<file path="src/rtl/calc_key_sequencer.sv">
// Key conditioning front end for the 4-bit calculator: synchronizes and debounces KEY[2:0],
// turns presses into single operations and hands them to the core over valid/ready.
module calc_key_sequencer #(
    parameter int unsigned DEBOUNCE_CYCLES = 16,
    parameter int unsigned CNT_W           = 20,
    parameter int unsigned WIDTH           = 4
) (
    input  logic               CLOCK_50,
    input  logic               reset,
    input  logic [2:0]         KEY,
    input  logic [2*WIDTH-1:0] SW,
    input  logic               op_ready,
    output logic               op_valid,
    output logic [1:0]         OP,
    output logic [WIDTH-1:0]   A,
    output logic [WIDTH-1:0]   B,
    output logic [3:0]         drop_cnt
);

    typedef enum logic [0:0] {StIdle, StValid} state_e;

    localparam logic [CNT_W-1:0] CntLast = CNT_W'(DEBOUNCE_CYCLES - 1);

    logic [2:0]       sync1_q, sync2_q;
    logic [2:0]       stable_q, stable_d;
    logic [2:0]       press_q, fall_d;
    logic [CNT_W-1:0] cnt_q [3];
    logic [CNT_W-1:0] cnt_d [3];

    state_e           state_q, state_d;
    logic [WIDTH-1:0] a_q, a_d, b_q, b_d;
    logic [1:0]       op_q, op_d;
    logic [3:0]       drop_q, drop_d;

    // Counter clears by default; it only advances while the synced level disagrees with stable.
    always_comb begin
        stable_d = stable_q;
        fall_d   = '0;
        for (int i = 0; i < 3; i++) begin
            cnt_d[i] = '0;
            if (sync2_q[i] != stable_q[i]) begin
                if (cnt_q[i] == CntLast) begin
                    stable_d[i] = sync2_q[i];
                    fall_d[i]   = stable_q[i];
                end else begin
                    cnt_d[i] = cnt_q[i] + 1'b1;
                end
            end
        end
    end

    always_comb begin
        state_d = state_q;
        a_d     = a_q;
        b_d     = b_q;
        op_d    = op_q;
        drop_d  = drop_q;
        case (state_q)
            StIdle: begin
                op_d = 2'b00;
                if (|press_q) begin
                    a_d     = SW[2*WIDTH-1:WIDTH];
                    b_d     = SW[WIDTH-1:0];
                    op_d    = press_q[0] ? 2'b01 : (press_q[1] ? 2'b10 : 2'b11);
                    state_d = StValid;
                end
            end
            StValid: begin
                // A press during the accept cycle still counts as dropped.
                if ((|press_q) && (drop_q != 4'hF)) begin
                    drop_d = drop_q + 4'd1;
                end
                if (op_ready) begin
                    op_d    = 2'b00;
                    state_d = StIdle;
                end
            end
            default: state_d = StIdle;
        endcase
    end

    always_ff @(posedge CLOCK_50) begin
        if (reset) begin
            sync1_q  <= 3'b111;
            sync2_q  <= 3'b111;
            stable_q <= 3'b111;
            press_q  <= '0;
            for (int i = 0; i < 3; i++) begin
                cnt_q[i] <= '0;
            end
            state_q  <= StIdle;
            a_q      <= '0;
            b_q      <= '0;
            op_q     <= 2'b00;
            drop_q   <= '0;
        end else begin
            sync1_q  <= KEY;
            sync2_q  <= sync1_q;
            stable_q <= stable_d;
            press_q  <= fall_d;
            for (int i = 0; i < 3; i++) begin
                cnt_q[i] <= cnt_d[i];
            end
            state_q  <= state_d;
            a_q      <= a_d;
            b_q      <= b_d;
            op_q     <= op_d;
            drop_q   <= drop_d;
        end
    end

    assign op_valid = (state_q == StValid);
    assign OP       = op_q;
    assign A        = a_q;
    assign B        = b_q;
    assign drop_cnt = drop_q;

endmodule
</file>
<file path="config.mk">
export PLATFORM = sky130hd
export DESIGN_NAME = calc_key_sequencer
export DESIGN_NICKNAME = d
export VERILOG_FILES = /design/src/rtl/calc_key_sequencer.sv
export SDC_FILE = /design/constraint.sdc
export NUM_CORES = 1
export LEC_CHECK = 0
export BUFFER_PORTS_ARGS = -buffer_cell sky130_fd_sc_hd__clkbuf_2
export CAP_MARGIN = 20
export CORE_MARGIN = 3
export CORE_UTILIZATION = 55
export CTS_CLUSTER_DIAMETER = 200
export CTS_CLUSTER_SIZE = 40
export DETAILED_ROUTE_END_ITERATION = 7
export HOLD_SLACK_MARGIN = 0.15
export PLACE_DENSITY = 0.8
export SLEW_MARGIN = 40
export SYNTH_ARGS = -nofsm -noshare
export SYNTH_HDL_FRONTEND = slang
export SYNTH_SLANG_ARGS = --single-unit
export TNS_END_PERCENT = 20
</file>
<file path="constraint.sdc">
create_clock -name CLOCK_50 -period 3 [get_ports CLOCK_50]
set_clock_uncertainty 0.15 [all_clocks]
set_input_delay 0.15 -clock CLOCK_50 [delete_from_list [all_inputs] [get_ports CLOCK_50]]
set_output_delay 0.15 -clock CLOCK_50 [all_outputs]
set_load 0.02 [all_outputs]
</file>
==> results.md, run 1 <==
- Status: completed
- Required time worst endpoint: 3.10 ns
- Drt drc: 0
- Syn Inst Count: 415
- Power Total: 0.002188 W
- Port bufs: 28
- Setup crit end kind: flop
- Mux contribution to synthesized area: 0.5438%
- Layout Nets: 479
- ANT nets after route: 0
- Die H: 87.81 um
- CP startpoint kind: flop
- Fmax: 0.4304 GHz
- Synth warnings: 0
- CTS H-tree lvls: 3
- Share of cells above drive strength 1: 14.59%
- Initial antenna violation count: 0
- First-pass GRT wire length: 11.82 mm
- Synth Flop Type: dfxtp_1
- Static leakage: 1.491 nW
- Post-synth EDFFs: 0
- Clk slew on worst S/H paths: 0.09 ns
- Fin crit period: 2.323 ns
- CP top delay family: simple AND/OR/NAND/NOR gates
- Hold WC Path Type: primary input to flop
- Fin Setup TNS: 0 ns
- Max Slew Vio Count: 0
- GR Util All Layers: 19.15%
- Dpl cells: 515
- Final wirelength: 6.766 mm
- Share of the synthesized area in the top cell type: 47.31%
- Area share of fa/ha/maj cells after synthesis: 1.360%
- Hold path startpoint: reset
- Max cap viols: 0
- Die ar.: 0.007711 mm^2
- Row count: 29
- Synth Register Bits: 87
- DP HPWL: 4.600 mm
- Dpl ws: 0.6744 ns
- Compound-Gate Fraction of Synth Area: 8.294%
- Largest family of logic cells by synthesized area: simple AND/OR/NAND/NOR gates
- Crit-path max FO: 11
- Worst Tran Pin Value: 0.8574 ns
- Postcts setup bufs: 0
- Synth area leaders: dfxtp_1 47%, xnor2_1 8.8%, nor2_1 7.0%
- Hold path cells: 2
- CP cell instances: or4_1 -> or3_1 -> o211ai_2 -> buf_4 -> nor2_1
- Post-Syn Nets: 433
- Die span in x: 87.81 um
- Root Buffer Master: clkbuf_8
- Crit share post-route: 77.44%
- Worst Path Arrival: 2.42 ns
- Initial DRC count: 76
- Boundary Pins: 29
- TritonCTS clock tree: done
- Post-synthesis sequential area ratio: 47.31%
- Worst-Skew Late Latency: 0.35 ns
- Buffer and inverter count on the worst path: 1
- Pwr dens: 512.7 mW/mm^2
- Largest net degree at the start of global routing: 29
- Deepest clock path buffer count: 2
- Wire per inst: 12.46 um
- Cell Area, Synth: 0.003681 mm^2
- R2r worst-path depth: 5
- Final worst slack: 0.6768 ns
- Area grow syn2layout: 15.94%
- R2R Setup Slk: 0.68 ns
- DR vias/cell: 5.560
- Total CTS buffers: 9
- Number of global-route vias before repair: 2,800
- Diodes inserted: 0
- Gpl congestion: 0.8018
- Cell taking the most area after synthesis: dfxtp_1
- Average size of a mapped cell: 8.870 um^2
- Worst Hold Endpoint: op_valid
- CTS-repair resized insts: 0
- Post-synth ARST share: 0%
- Final setup viols: 0
- Initial core utilization: 57.32%
- CTS Sinks: 87
- CP Class: flop to flop
- Post-synthesis xor/xnor area fraction: 11.90%
- FF-to-FF End: cnt_q[0][12]
- Worst VDD drop: 0.4002 mV
- Core Area: 0.006422 mm^2
- Slowest cell on crit path: or4_1
- Via count: 3,019
- Reg2reg start: cnt_q[0][5]
- CP peak stage delay: 0.52 ns
- Count of cell types in the netlist: 37
- Cell Count, Final, Fillers Out: 543
- Relative slew slack: 42.31%
- Hold violation count in the final report: 0
- Post-Synth Simple-Gate Area: 27.23%
- Drt pass-1 iters: 4
- Global route total overflow: 0
- RSZ-0062 raised after global routing: no
[worst max path at each step]
| stage | slack (ns) | depth (start not counted) | from | to |
|---|---|---|---|---|
| 2_1_floorplan | 1.05 | 5 | cnt_q[0][55] | cnt_q[0][49] |
| 3_3_place_gp | 0.74 | 5 | cnt_q[0][5] | cnt_q[0][12] |
| 3_5_place_dp | 0.67 | 5 | cnt_q[0][5] | cnt_q[0][9] |
| 4_1_cts | 0.66 | 5 | cnt_q[0][5] | cnt_q[0][9] |
| 5_1_grt | 0.51 | 5 | cnt_q[0][5] | cnt_q[0][12] |
| 6_report | 0.68 | 5 | cnt_q[0][5] | cnt_q[0][12] |
[placed cells by master (no fill, tap or decap), drive strengths merged]
| cell | synthesis | routed |
|---|---|---|
| mux2i | 2 | 2 |
| a21oi | 19 | 19 |
| o21ai | 14 | 14 |
| or2 | 6 | 6 |
| inv | 19 | 20 |
| xnor2 | 37 | 37 |
| o211ai | 1 | 1 |
| nand4 | 20 | 20 |
| or3 | 8 | 8 |
| or4 | 6 | 6 |
| nand2 | 24 | 24 |
| o211a | 1 | 1 |
| dfxtp | 87 | 87 |
| nor3 | 18 | 18 |
| bufinv | 0 | 3 |
| buf | 4 | 3 |
| nor2b | 2 | 2 |
| clkbuf | 4 | 38 |
| nor2 | 69 | 69 |
| ha | 4 | 4 |
| and3 | 7 | 7 |
| o31ai | 1 | 1 |
| a211oi | 2 | 2 |
| dlygate4sd3 | 0 | 12 |
| a21boi | 1 | 1 |
| nor4 | 16 | 16 |
| nand3 | 18 | 18 |
| clkinv | 0 | 2 |
| xor2 | 13 | 13 |
| a311oi | 1 | 1 |
| and4 | 2 | 2 |
| a31oi | 2 | 2 |
| or4b | 2 | 2 |
| a31o | 5 | 5 |
[worst reg2reg max path, delay by kind of cell, from the launching register on]
kind | cells | cell delay (ns)
AO/OA/AOI/OAI | 1 | 0.44
buffers and inverters | 1 | 0.26
flip-flops | 1 | 0.37
AND/OR/NAND/NOR | 3 | 1.02
[state kept, by name, indices dropped and copies added, names as in the netlist]
signal and count:
cnt_q 60, A 4, B 4, drop_cnt 4, press_q 3, stable_q 3
sync1_q 3, sync2_q 3, OP 2, op_valid 1
[kinds of logic (layout without fill, tap and decap cells)]
group	after synthesis	count (layout)
simple gates	198	198
flops	87	87
xor+xnor	50	50
compound gates	47	47
buf+inv	27	78
fa+ha+maj	4	4
mux	2	2
[area by class of cell]
class                           count  area, um^2
Fill cell                         493        2155
Multi-Input combinational cell    301        1822
Sequential cell                    87        1742
Timing Repair Buffer               43       282.8
Clock buffer                       10       137.6
Clock inverter                      6       116.4
Tap cell                           77       96.34
Inverter                           19       71.32
[report_power, final]
group	leakage, nW	switching [W]	internal [W]
clock network	0.127	0.000402	0.000581
registers	0.702	0.00000251	0.00116
logic	0.662	0.0000211	0.0000222
[routing by layer]
layer  routed length (um)  GRT usage [%]  part of all wire [%]
met5                    0              0                     0
met3                  231          5.174                   3.4
met4                   94          6.555                   1.4
met1                 3049          22.35                    45
met2                 3391          33.77                    50
[what timing repair did]
item                       4_1_cts  5_1_grt
hold endpoints to repair        14        0
setup endpoints to repair        0        0
hold buffers                    12        0
[metrics by stage]
step	hold WS [ns]	cell area (um^2)	util (%)
floorplan	0.1038	3681	-
global placement	0.1871	3887	60.53
detailed placement	0.1907	3887	60.53
CTS	0.1756	4262	66.36
global route	0.2293	4268	66.45
finish	0.1913	4268	66.45
[synth_stat cells, types with 12 or more instances]
cell	number
xor2_1	13
o21ai_0	12
nor2_1	69
nand2_1	24
xnor2_1	37
dfxtp_1	87
nand3_1	18
nor4_1	16
nand4_1	19
a21oi_1	19
inv_1	19
nor3_1	18
Note: power is estimated with default switching activity, not from simulation.
==> inputs of run 2 (changes only) <==
- clock period: 3 -> 2.2 ns (I/O delays scaled with it)
==> results.md, run 2 (synthesis gave the netlist of run 1 again) <==
- Boundary Pins: 29 (unchanged)
- GR Util All Layers: 21.17% (+2.0 points)
- Fmax: 0.4881 GHz (+13%)
- Commonest non-fill, non-tap cell in the layout: dfxtp_1
- Seq pwr share: 59.4% (+6.3 points)
- Share of cells above drive strength 1: 15.70% (+1.1 points)
- CP cell instances: or4_1 -> or3_1 -> o211ai_2 -> buf_12 -> nor2_1
- Worst Path Arrival: 2.15 ns (-0.27 ns)
- ANT nets after route: 0 (unchanged)
- Die H: 87.81 um (unchanged)
- Postcts setup bufs: 0 (unchanged)
- Area grow syn2layout: 19.31%
- Port bufs: 28 (unchanged)
- Hold violation count in the final report: 0 (unchanged)
- FF-to-FF End: cnt_q[0][10]
- Gpl congestion: 0.8237 (+2.7%)
- Status: completed
- Slowest cell on crit path: or4_1
- R2R Setup Slk: 0.15 ns (-0.53 ns)
- Core Util, Final: 68.38% (+1.9 points)
- Total CTS buffers: 9 (unchanged)
- Hold path startpoint: sync1_q[0]
- Sw power: 0.0006047 W (+42%)
- Deepest clock path buffer count: 2 (unchanged)
- Layout Nets: 497 (+3.8%)
- Root Buffer Master: clkbuf_8
- Initial core utilization: 57.32% (unchanged)
- Via count: 3,153 (+4.4%)
- DR vias/cell: 5.620 (+1.1%)
- Hold WC Path Type: flop to flop
- Setup crit end kind: flop
- Area of the multi-input gates: 0.001818 mm^2 (-0.21%)
- Required time worst endpoint: 2.30 ns (-0.80 ns)
- CP peak stage delay: 0.54 ns (+0.02 ns)
- Switching share of power: 22.69% (+3.2 points)
- TritonCTS clock tree: done
- Drt pass-1 iters: 4 (unchanged)
- Pwr dens: 606.7 mW/mm^2 (+18%)
- Die span in x: 87.81 um (unchanged)
- Clock power share: 38.1% (-6.9 points)
- Drt drc: 0 (unchanged)
- RSZ-0062 raised after global routing: no
- Row count: 29 (unchanged)
- Worst VDD drop: 0.4454 mV (+11%)
- Worst-Skew Late Latency: 0.36 ns (about the same)
- Static leakage: 1.576 nW (+5.7%)
- Cell Int Power: 0.002060 W (+17%)
- Relative slew slack: 54.88% (+13 points)
- Worst Hold Endpoint: sync2_q[0]
- Fin crit period: 2.049 ns (-0.2744 ns)
- Most frequent cells in the layout: 87 x dfxtp_1, 68 x nor2_1, 37 x xnor2_1, 28 x clkbuf_2, 24 x nand2_1
- Crit share post-route: 93.13% (+16 points)
- Max Slew Vio Count: 0 (unchanged)
- Met2 usage: 36.30% (+2.5 points)
- CP startpoint kind: flop
- CTS Sinks: 87 (unchanged)
- Worst Tran Pin Value: 0.6707 ns (-0.1867 ns)
- Biggest register: cnt_q
- Clk slew on worst S/H paths: 0.08 ns (about the same)
- Wire per inst: 13.07 um (+4.9%)
- Fin Setup TNS: 0 ns (unchanged)
- Filler Cell Count: 504 (+2.2%)
- R2r worst-path depth: 5 (unchanged)
- Hold path cells: 1 (-1)
- Core Area: 0.006422 mm^2 (unchanged)
- Number of global-route vias before repair: 3,019 (+7.8%)
- Die ar.: 0.007711 mm^2 (unchanged)
- Seq. cell area: 0.001742 mm^2 (unchanged)
- Grt met3 use: 6.115% (+0.94 points)
- Crit-path max FO: 20 (+9)
- CP Class: flop to flop
- Max cap viols: 0 (unchanged)
- Reg2reg start: cnt_q[0][5]
- First-pass GRT wire length: 13.03 mm (+10%)
- DP HPWL: 4.779 mm (+3.9%)
- Diodes inserted: 0 (unchanged)
- CTS H-tree lvls: 3 (unchanged)
- Global route total overflow: 0 (unchanged)
- Gr busiest metal: met2
- Final wirelength: 7.333 mm (+8.4%)
- Logic gate share of total power: 2.5% (+0.5 points)
- Largest net degree at the start of global routing: 29 (unchanged)
- Max reg flops: 60 (unchanged)
- Initial antenna violation count: 0 (unchanged)
- Initial DRC count: 94 (+24%)
- Met1 usage: 24.86% (+2.5 points)
- Final setup viols: 0 (unchanged)
==> run 2: worst max-delay path, delay by kind of cell, from the launching register on <==
family,cells,cell delay (ns)
simple gates,3,1.04
flops,1,0.37
compound gates,1,0.21
buf+inv,1,0.18
==> run 2: power groups by stage <==
stage / logic [W] / registers, W / clock network [W]
global placement: 0.0000463 / 0.00162 / 0
CTS: 0.0000654 / 0.00158 / 0.00105
finish: 0.0000663 / 0.00158 / 0.00102
global route: 0.0000734 / 0.00158 / 0.00112
detailed placement: 0.0000474 / 0.00162 / 0
floorplan: 0.0000280 / 0.00162 / 0
==> run 2: worst max-delay path by stage <==
| stage | startpoint | endpoint | slack, ns | cells past startpoint |
|---|---|---|---|---|
| finish | cnt_q[0][5] | cnt_q[0][10] | 0.15 | 5 |
| floorplan | cnt_q[0][55] | cnt_q[0][51] | 0.25 | 5 |
| CTS | press_q[0] | B[1] | 0.12 | 6 |
| detailed placement | cnt_q[0][5] | cnt_q[0][10] | 0.16 | 5 |
| global route | cnt_q[0][5] | cnt_q[0][8] | 0.02 | 5 |
| global placement | cnt_q[0][5] | cnt_q[0][2] | 0.23 | 5 |
==> run 2: routing by layer <==
layer,part of all wire [%],up-vias
li1,-,1581
met1,45,1500
met2,50,65
met3,3.6,7
met4,1.0,0
met5,0,-
==> run 2: area by class of cell <==
class	count	area share, %
multi-input cells	301	41.40
flip-flops and latches	87	39.66
repair buffers	61	10.94
clock buffers	10	3.134
well taps	77	2.194
inverters	19	1.624
clock inverters	6	1.054
==> run 2: stage by stage <==
stage / area, um^2 / cells / hold slack [ns] / setup WS (ns) / total power (W)
2_1_floorplan: 3681 / 415 / 0.06381 / 0.2531 / 0.001648
3_3_place_gp: 3985 / 523 / 0.1474 / 0.2335 / 0.001667
3_5_place_dp: 3985 / 523 / 0.1487 / 0.1622 / 0.001668
4_1_cts: 4389 / 561 / 0.2677 / 0.1208 / 0.002702
5_1_grt: 4392 / 561 / 0.2803 / 0.02118 / 0.002775
6_report: 4392 / 561 / 0.2667 / 0.1512 / 0.002665
==> run 2: repair_timing <==
item,in CTS,in global routing
endpoints found under the hold margin,17,0
endpoints found under the setup margin,0,9
hold buffers,22,0
resized for setup,0,1
